<file path="src/rtl/vector_stream_buffer_pkg.sv">
// Shared types for the inter-layer vector stream buffer.
package vector_stream_buffer_pkg;

  localparam int WIDTH = 16;

  typedef logic signed [WIDTH-1:0] elem_t;

  // Write side: which bank is being filled, or stalled because both banks are full.
  typedef enum logic [1:0] {
    FILL_BANK0,
    FILL_BANK1,
    FILL_STALL
  } fill_state_t;

  // Read side: which bank is being replayed, or idle waiting for a complete vector.
  typedef enum logic [1:0] {
    DRAIN_IDLE,
    DRAIN_BANK0,
    DRAIN_BANK1
  } drain_state_t;

endpackage

</file>
<file path="src/rtl/vector_stream_buffer_if.sv">
// Streaming element interface: upstream s_* side and downstream m_* side.
interface vector_stream_buffer_if #(
  parameter int WIDTH = 16
);

  logic                    s_valid;
  logic                    s_ready;
  logic signed [WIDTH-1:0] data_in;
  logic                    m_valid;
  logic                    m_ready;
  logic signed [WIDTH-1:0] data_out;

  // Buffer view: consumes the upstream stream, produces the downstream stream.
  modport slave (
    input  s_valid, data_in, m_ready,
    output s_ready, m_valid, data_out
  );

  // Environment view: drives upstream elements and downstream acceptance.
  modport master (
    output s_valid, data_in, m_ready,
    input  s_ready, m_valid, data_out
  );

endinterface

</file>
<file path="src/rtl/vector_stream_buffer_bank_mem.sv">
// Two-bank element storage: one synchronous write port, one combinational read port.
module pingpong_bank_mem #(
  parameter  int WIDTH = 16,
  parameter  int DEPTH = 16,
  localparam int AW    = $clog2(DEPTH)
) (
  input  logic             clk,
  input  logic             wr_en,
  input  logic             wr_bank,
  input  logic [AW-1:0]    wr_addr,
  input  logic [WIDTH-1:0] wr_data,
  input  logic             rd_bank,
  input  logic [AW-1:0]    rd_addr,
  output logic [WIDTH-1:0] rd_data
);

  logic [WIDTH-1:0] mem [2][DEPTH];

  // Store one element per accepted upstream beat.
  always_ff @(posedge clk) begin
    if (wr_en) begin
      mem[wr_bank][wr_addr] <= wr_data;
    end
  end

  assign rd_data = mem[rd_bank][rd_addr];

endmodule

</file>
<file path="src/rtl/vector_stream_buffer.sv">
// Ping-pong vector buffer: fills one bank while the other is replayed REPLAY times.
module vector_stream_buffer
  import vector_stream_buffer_pkg::*;
#(
  parameter int WIDTH  = 16,
  parameter int DEPTH  = 16,
  parameter int REPLAY = 1
) (
  input logic                  clk,
  input logic                  reset,
  vector_stream_buffer_if.slave bus
);

  localparam int AW = $clog2(DEPTH);
  localparam int PW = $clog2(REPLAY) + 1;

  localparam logic [AW-1:0] LAST_ADDR = AW'(DEPTH - 1);
  localparam logic [PW-1:0] LAST_PASS = PW'(REPLAY - 1);

  logic [1:0]       full;
  logic             wbank;
  logic             rbank;
  logic [AW-1:0]    wr_ptr;
  logic [AW-1:0]    rd_ptr;
  logic [PW-1:0]    pass;
  logic             m_valid_r;
  logic [WIDTH-1:0] data_out_r;
  logic [WIDTH-1:0] rd_data;

  fill_state_t  fill_state;
  drain_state_t drain_state;
  logic         accept;
  logic         load;

  // The FSM states are views of the bank flags, so full[]/wbank/rbank stay the only state.
  always_comb begin
    fill_state  = FILL_STALL;
    drain_state = DRAIN_IDLE;
    if (!full[wbank]) begin
      fill_state = wbank ? FILL_BANK1 : FILL_BANK0;
    end
    if (full[rbank]) begin
      drain_state = rbank ? DRAIN_BANK1 : DRAIN_BANK0;
    end
  end

  assign bus.s_ready = (fill_state != FILL_STALL);
  assign accept      = bus.s_valid && (fill_state != FILL_STALL) && !reset;
  assign load        = (drain_state != DRAIN_IDLE) && (!m_valid_r || bus.m_ready) && !reset;

  pingpong_bank_mem #(
    .WIDTH (WIDTH),
    .DEPTH (DEPTH)
  ) u_mem (
    .clk     (clk),
    .wr_en   (accept),
    .wr_bank (wbank),
    .wr_addr (wr_ptr),
    .wr_data (bus.data_in),
    .rd_bank (rbank),
    .rd_addr (rd_ptr),
    .rd_data (rd_data)
  );

  // Fill and drain sequencing plus the registered output stage.
  always_ff @(posedge clk) begin
    if (reset) begin
      full       <= '0;
      wbank      <= 1'b0;
      rbank      <= 1'b0;
      wr_ptr     <= '0;
      rd_ptr     <= '0;
      pass       <= '0;
      m_valid_r  <= 1'b0;
      data_out_r <= '0;
    end else begin
      if (accept) begin
        if (wr_ptr == LAST_ADDR) begin
          wr_ptr       <= '0;
          full[wbank]  <= 1'b1;
          wbank        <= ~wbank;
        end else begin
          wr_ptr <= wr_ptr + AW'(1);
        end
      end

      // Fill only sets a non-full bank and drain only clears a full one,
      // so these two writes to full[] never collide.
      if (load) begin
        data_out_r <= rd_data;
        m_valid_r  <= 1'b1;
        if (rd_ptr == LAST_ADDR) begin
          rd_ptr <= '0;
          if (pass == LAST_PASS) begin
            pass        <= '0;
            full[rbank] <= 1'b0;
            rbank       <= ~rbank;
          end else begin
            pass <= pass + PW'(1);
          end
        end else begin
          rd_ptr <= rd_ptr + AW'(1);
        end
      end else if (bus.m_ready) begin
        m_valid_r <= 1'b0;
      end
    end
  end

  assign bus.m_valid  = m_valid_r;
  assign bus.data_out = data_out_r;

endmodule
</file>
<file path="src/flat_wrapper.sv">
// flat-port wrapper written by rule: the top's interface ports become plain ports
module vector_stream_buffer_flat import vector_stream_buffer_pkg::*;
#(
  parameter int WIDTH  = 16,
  parameter int DEPTH  = 16,
  parameter int REPLAY = 1
)
  (clk, reset, bus_s_valid, bus_data_in, bus_m_ready, bus_s_ready, bus_m_valid, bus_data_out);
  vector_stream_buffer_if #(.WIDTH(WIDTH)) bus_i ();
  input logic clk;
  input logic reset;
  input wire logic [$bits(bus_i.s_valid)-1:0] bus_s_valid;
  input wire logic [$bits(bus_i.data_in)-1:0] bus_data_in;
  input wire logic [$bits(bus_i.m_ready)-1:0] bus_m_ready;
  output wire logic [$bits(bus_i.s_ready)-1:0] bus_s_ready;
  output wire logic [$bits(bus_i.m_valid)-1:0] bus_m_valid;
  output wire logic [$bits(bus_i.data_out)-1:0] bus_data_out;
  assign bus_i.s_valid = bus_s_valid;
  assign bus_i.data_in = bus_data_in;
  assign bus_i.m_ready = bus_m_ready;
  assign bus_s_ready = bus_i.s_ready;
  assign bus_m_valid = bus_i.m_valid;
  assign bus_data_out = bus_i.data_out;
  vector_stream_buffer #(.WIDTH(WIDTH), .DEPTH(DEPTH), .REPLAY(REPLAY)) u_core (.clk(clk), .reset(reset), .bus(bus_i));
endmodule
</file>
<file path="config.mk">
export PLATFORM = sky130hd
export DESIGN_NAME = vector_stream_buffer_flat
export DESIGN_NICKNAME = d
export VERILOG_FILES = /design/src/rtl/vector_stream_buffer_pkg.sv /design/src/rtl/vector_stream_buffer_if.sv /design/src/rtl/vector_stream_buffer_bank_mem.sv /design/src/rtl/vector_stream_buffer.sv /design/src/flat_wrapper.sv
export SDC_FILE = /design/constraint.sdc
export NUM_CORES = 1
export LEC_CHECK = 0
export ABC_AREA = 1
export CAP_MARGIN = 20
export CELL_PAD_IN_SITES_DETAIL_PLACEMENT = 0
export CELL_PAD_IN_SITES_GLOBAL_PLACEMENT = 2
export CORE_MARGIN = 1.5
export CORE_UTILIZATION = 43
export DETAILED_ROUTE_END_ITERATION = 10
export GPL_TIMING_DRIVEN = 1
export HOLD_SLACK_MARGIN = 0.08
export PLACE_DENSITY_LB_ADDON = 0.1
export SETUP_SLACK_MARGIN = 0.05
export SYNTH_ARGS = -nofsm -noshare
export SYNTH_HDL_FRONTEND = slang
export SYNTH_SLANG_ARGS = --single-unit
</file>
<file path="constraint.sdc">
create_clock -name clk -period 2.9 [get_ports clk]
set_input_delay 0.58 -clock clk [delete_from_list [all_inputs] [get_ports clk]]
set_output_delay 0.58 -clock clk [all_outputs]
set_load 0.005 [all_outputs]
</file>
== Word level (Yosys, flattened, before mapping) ==
Memory sizes are Yosys's and may differ from the RTL's. A register that Yosys moved wholly into a read port is not among the register bits.
Index checks and enable logic that the tools add are counted.

* $add $sub $neg: 3
* $lt $le $gt $ge: 7
* Equal/unequal tests: 3
* Multiplexer cells: 32
* Bitwise logic cells: 8
* Reductions and logical operators: 15

{| class="wikitable"
|+ Operators with widths
! kind !! count
|-
| $mux 256 || 1
|-
| $bmux 16 s4 || 1
|-
| $demux 16 s4 || 1
|-
| $mux 16 || 3
|-
| $mux 2 || 9
|-
| $mux 1 || 13
|-
| $ge 5x5->1 const B || 2
|-
| $not 4->5 || 2
|-
| $add 4x1->4 const B || 2
|-
| $eq 4x4->1 const B || 2
|-
| $mux 4 || 2
|-
| $logic_and 1x1->1 || 7
|-
| $lt 5x1->1 const B || 1
|-
| $lt 1x2->1 const B || 2
|-
| $reduce_and 2->1 || 2
|-
| $reduce_bool 2->1 || 2
|-
| $not 1->1 || 3
|-
| $reduce_and 3->1 || 1
|-
| $and 2x2->2 || 1
|-
| $demux 1 s1 || 2
|-
| $ge 1x1->1 const B || 2
|-
| $logic_not 1->1 || 2
|-
| $ne 2x2->1 const B || 1
|-
| $not 2->2 || 1
|-
| 3 further kinds || 3
|}

* Bits in registers: 30
* Bits in writable memories: 512
* Input bits: 20
* Output and inout bits: 18
* Word-level logic and storage cells: 77
* Memories: 1

{| class="wikitable"
|+ Memories
! name !! words !! width !! rd ports !! clocked after memory_dff !! wr ports !! RTL line !! RTL
|-
| u_core.u_mem.mem || 2 || 256 || 1 || 1 || 1 || vector_stream_buffer_bank_mem.sv:17 || <nowiki>logic [WIDTH-1:0] mem [2][DEPTH];</nowiki>
|}

== Longest topological paths before layout ==
* Depth in word-level cells: 12
* Gate-level depth with buffers: 12
* Depth with buffers taken out: 9

== By module ==
From an unflattened synthesis, not the netlist that was laid out.

* Cells, all modules: 1,961
* Area total of the unflattened synthesis: 22,260.1 um^2

{| class="wikitable"
|+ Modules (own cells, without submodules)
! module !! instances !! cells each !! area each (um^2) !! sequential area each (um^2)
|-
| pingpong_bank_mem || 1 || 1,791 || 21,027.7 || 15,374.7
|-
| vector_stream_buffer || 1 || 170 || 1,232.4 || 580.6
|}

== Worst setup path before layout ==
Ideal clock, no wire load.

* Kind: register to register
* Start: register u_core.wbank
* End: memory u_core.u_mem.mem[0][208] in the netlist's numbering, enable pin
* Setup time: 0.409 ns
* Data arrival time: 2.262 ns
* Data required time: 2.491 ns
* Path slack: 0.229 ns
* Stages on the path, launching flop included: 10
* Buffers on the path: 2
* Period minus slack after synthesis: 2.671 ns
* Cells stage by stage: dfxtp_1 -> buf_6 -> inv_4 -> buf_8 -> nand2_2 -> o21ai_2 -> nand2_4 -> nor2_8 -> nand2_1 -> nor3_1

* Word-level cells in the longest chain between the ends: 8
* Elaborated cells between the ends (all ways): 9
* Those cells by class: 1 x eq/ne; 6 x mux; 2 x reduce/logical

{| class="wikitable"
|+ Ends and longest elaborated chain
! item !! RTL line !! RTL
|-
| from (decl) || vector_stream_buffer.sv:21 || <nowiki>logic wbank;</nowiki>
|-
| from (signal assigned) || vector_stream_buffer.sv:81 || <nowiki>wbank <= ~wbank;</nowiki>
|-
| $mux 1 (implied by the code) (2 in a row) || vector_stream_buffer.sv:39 || <nowiki>if (!full[wbank]) begin</nowiki>
|-
| $mux 2 (*) || vector_stream_buffer.sv:39 ||
|-
| $ne 2x2->1 (*) || - ||
|-
| net bus_s_ready || flat_wrapper.sv:15 || <nowiki>output wire logic [$bits(bus_i.s_ready)-1:0] bus_s_ready;</nowiki>
|-
| $logic_and 1x1->1 (*) (2 in a row) || vector_stream_buffer.sv:48 || <nowiki>assign accept = bus.s_valid && (fill_state != FILL_STALL) && !reset;</nowiki>
|-
| $mux 1 (*) || vector_stream_buffer_bank_mem.sv:21 || <nowiki>if (wr_en) begin</nowiki>
|-
| $mux 256 (implied by the code) (*) || vector_stream_buffer_bank_mem.sv:22 || <nowiki>mem[wr_bank][wr_addr] <= wr_data;</nowiki>
|-
| to (decl) || vector_stream_buffer_bank_mem.sv:17 ||
|}

Mark *: on every way through the listed nets, which the timed path passes. The rest lies on a longest branch. The select of a mux whose other input is x is not followed.

== Worst setup path in the final report ==
* Start: register u_core.wbank
* End: output port bus_s_ready

* Word-level cells in the longest chain between the ends: 4
* Elaborated cells between the ends (all ways): 5
* Those cells by class: 1 x eq/ne; 4 x mux

{| class="wikitable"
|+ Ends and longest elaborated chain
! item !! RTL line !! RTL
|-
| $mux 1 (implied by the code) (2 in a row) || vector_stream_buffer.sv:39 ||
|-
| $mux 2 (*) || vector_stream_buffer.sv:39 ||
|-
| $ne 2x2->1 (*) || vector_stream_buffer.sv:47 || <nowiki>assign bus.s_ready = (fill_state != FILL_STALL);</nowiki>
|-
| to (decl) || flat_wrapper.sv:15 ||
|}

Mark *: on every way between the ends. The rest lies on a longest branch, timed or not. The select of a mux whose other input is x is not followed.

==> impl_metrics.py <==
metrics = {
    "die": {
        "coreArea_sq_um": 50400,
        "start_util_pct": 43.7,
        "dieArea_sq_um": 52600,
        "io_pins": 38,
        "die_w_microns": 229,
        "rows": 82,
        "die_h_microns": 229,
    },
    "yosys": {
        "ys_seq_area_share_pct": 72.5,
        "synth-edff-count": 512,
        "yosys_warnings": 0,
        "syn_area_per_cell_sq_um": 11.7,
        "syn-cell-area_sq_um": 22000,
        "syn_nets": 1904,
        "async_flop_share_pct": 0,
        "synth_top_flop_cell": "edfxtp_1",
        "ys_ff_latch": 542,
        "synthCells": 1879,
        "ys_types": 33,
    },
    "placed_design": {
        "placedCellCount": 2559,
        "hpwlAfterDp_mm": 36.9,
        "routabilityCongestion": 0.819,
        "placed_area_sq_um": 23500,
        "numPortBuffers": 37,
    },
    "finish": {
        "diodes": 0,
        "final_net_count": 1970,
        "fill_cells": 4601,
        "fin_cells": 2658,
        "drive_gt1_share_pct": 10.9,
        "fin_area_sq_um": 25300,
        "area_growth_pct": 15.0,
    },
    "clocking": {
        "ctsResizeCount": 0,
        "cts.path.max_buffers": 3,
        "clock_latency_ns": 0.60,
        "cts_root_buf": "clkbuf_16",
        "cts.sinks": 542,
        "clk_pin_slew_worst_paths_ns": 0.06,
        "cts_made_buffers": 56,
        "post_cts_buffers": 0,
        "htreeDepth": 2,
        "cts_tree": "done",
        "cts_hold_buf": 0,
    },
    "flow_run": {
        "drv_cap": 0,
    },
    "global_routing": {
        "antenna_found_initial": 2,
        "grt_max_degree": 97,
        "track_usage_pct": 23.6,
        "grt_pass1_wl_mm": 90.2,
        "grt_pass1_vias": 13804,
        "grt-ovfl-total": 0,
    },
    "worst_setup_path": {
        "start_kind": "flop",
        "end_kind": "output pin",
        "critPathKind": "reg -> out",
        "path_cells": "inv_4 -> o21ai_2 -> clkdlybuf4s50_1",
        "max_stage_delay_ns": 0.53,
        "ff2ff_setup_slack_ns": 0.80,
        "crit_arrival_ns": 1.80,
        "required_ns": 2.32,
        "crit_path_top_delay_cell": "clkdlybuf4s50_1",
        "worst-path-max-fanout": 8,
    },
    "detailed_routing": {
        "via_per_inst": 5.31,
        "num_vias": 14121,
        "dr.pass1.iters": 5,
        "routed_wirelength_mm": 61.5,
        "drc": 0,
        "post_drt_wl_per_cell_microns": 23.1,
        "ant_nets": 0,
        "drt_iter0_drc": 1173,
    },
    "timing": {
        "timing.final.crit_period_ns": 2.38,
        "setup_tns_ns": 0,
        "max_slew_margin_pct": 33.2,
        "fmaxAchievable_mhz": 420,
        "fin_skew_ns": 0.0128,
        "finalCritPeriodShare_pct": 82.0,
        "hold_violations": 0,
        "worstMarginPinSlew_ns": 0.999,
        "grt_setup_unrepaired": "false",
        "final-setup-viol-count": 0,
        "final_max_slew_viol_count": 0,
    },
    "power_and_ir_drop": {
        "p_leak_nw": 9.06,
        "seq_power_share_pct": 53.2,
        "share_clk_of_total_power_pct": 44.8,
        "ir_drop_v": 0.000480,
        "pwr-share-comb_pct": 2.0,
        "p_per_area_nw_per_um2": 637,
        "swShare_pct": 19.9,
        "power.switching_mw": 3.21,
        "p_int_mw": 12.9,
    },
    "hold_path": {
        "min_path_type": "reg -> reg",
    },
    "status": {
        "status": "finished clean",
    },
}
==> registers in the layout, indices dropped and copies added (netlist names), named ones only <==
| name | count |
|---|---|
| u_core.u_mem.mem | 512 |
| u_core.bus.data_out | 16 |
| u_core.rd_ptr | 4 |
| u_core.wr_ptr | 4 |
| u_core.full | 2 |
| u_core.bus.m_valid | 1 |
| u_core.rbank | 1 |
| u_core.wbank | 1 |
==> final timing paths <==
path                                        start                                   end  cells past startpoint
max                     u_core.wbank$_SDFFE_PP0P_                           bus_s_ready                      3
min          u_core.bus.data_out[12]$_SDFFE_PP0P_  u_core.bus.data_out[12]$_SDFFE_PP0P_                      2
max reg2reg                                  flop   u_core.bus.data_out[4]$_SDFFE_PP0P_                     11
min reg2reg  u_core.bus.data_out[12]$_SDFFE_PP0P_  u_core.bus.data_out[12]$_SDFFE_PP0P_                      2
==> layout make-up <==
cell class / count / area, sq um / area share [%]
clock buffers: 66 / 1460 / 5.76
flip-flops and latches: 542 / 16000 / 63.1
repair buffers: 127 / 1210 / 4.77
multi-input cells: 1199 / 5400 / 21.3
clock inverters: 33 / 355 / 1.40
inverters: 19 / 83.8 / 0.331
well taps: 672 / 841 / 3.32
==> cell usage in the layout (no fill, tap or decap) <==
| cell | n |
|---|---|
| clkbuf_16 | 57 |
| xor2_1 | 1 |
| clkdlybuf4s50_1 | 37 |
| ha_1 | 5 |
| clkinvlp_4 | 1 |
| o21ai_0 | 18 |
| inv_1 | 12 |
| inv_4 | 2 |
| clkinv_1 | 12 |
| o21ai_2 | 1 |
| nand2_4 | 1 |
| o21a_1 | 3 |
| nand3_1 | 419 |
| nor2_2 | 2 |
| dfxtp_1 | 27 |
| a21oi_1 | 21 |
| nor2_1 | 11 |
| inv_2 | 2 |
| inv_8 | 1 |
| dfxtp_4 | 3 |
| clkinv_2 | 14 |
| bufinv_16 | 8 |
| clkbuf_1 | 9 |
| nor2_8 | 1 |
| nand2_2 | 1 |
| a211oi_1 | 2 |
| o21ai_1 | 3 |
| nand3_4 | 1 |
| nor3_2 | 31 |
| buf_4 | 77 |
| buf_12 | 13 |
| nor3_1 | 3 |
| edfxtp_1 | 512 |
| nand2_1 | 674 |
| nand4_1 | 1 |
==> critical path, delay by kind of cell, from the launching register on <==
family | cells | cell delay, ns
compound gates | 1 | 0.19
buf+inv | 2 | 0.63
flops | 1 | 0.38
==> cell usage after synthesis, types with 2 or more instances <==
cell	number	share of area, %
a211oi_1	2	0.068
a21oi_1	21	0.48
buf_1	3	0.051
buf_2	60	1.4
buf_4	10	0.34
buf_6	21	1.1
buf_8	2	0.14
clkbuf_1	22	0.37
clkinv_1	2	0.034
dfxtp_1	30	2.7
edfxtp_1	512	70
ha_1	5	0.28
inv_1	14	0.24
nand2_1	674	11
nand3_1	419	9.5
nor2_1	12	0.20
nor3_1	33	0.75
o21a_1	3	0.10
o21ai_0	18	0.41
o21ai_1	3	0.068
==> cells by family (layout without fill, tap and decap cells) <==
| group | Yosys count | after routing | synth area share [%] |
|---|---|---|---|
| xor+xnor | 1 | 1 | 0.0398 |
| compound gates | 48 | 48 | 1.16 |
| buf+inv | 138 | 245 | 3.70 |
| simple gates | 1145 | 1145 | 22.3 |
| flops | 542 | 542 | 72.5 |
| fa+ha+maj | 5 | 5 | 0.284 |
==> through the flow <==
stage | setup WS, ns | utilization (%) | hold slack [ns] | total power [mW]
after global placement | 0.387 | 46.7 | 0.532 | 9.08
after detailed placement | 0.381 | 46.7 | 0.534 | 9.09
after CTS | 0.471 | 50.3 | 0.545 | 16.3
final | 0.522 | 50.3 | 0.548 | 16.1
after global routing | 0.439 | 50.3 | 0.591 | 16.6
after floorplan | 0.229 | - | 0.472 | 8.82
==> power by group through the flow <==
stage | registers, mW | clock network [mW] | logic (mW)
after floorplan | 8.76 | 0 | 0.0646
after global placement | 8.75 | 0 | 0.333
after detailed placement | 8.75 | 0 | 0.335
after CTS | 8.59 | 7.35 | 0.335
after global routing | 8.58 | 7.65 | 0.350
final | 8.59 | 7.22 | 0.326
==> routing by layer <==
metal | wire (microns) | share of wire, % | track usage (%) | up-vias
met1 | 26700 | 43 | 32.2 | 6879
li1 | - | - | - | 6732
met5 | 0 | 0 | 0 | -
met3 | 3540 | 5.8 | 3.65 | 96
met4 | 1530 | 2.5 | 6.58 | 0
met2 | 29700 | 48 | 39.5 | 414
No activity file was read; power rests on OpenSTA's default activity.
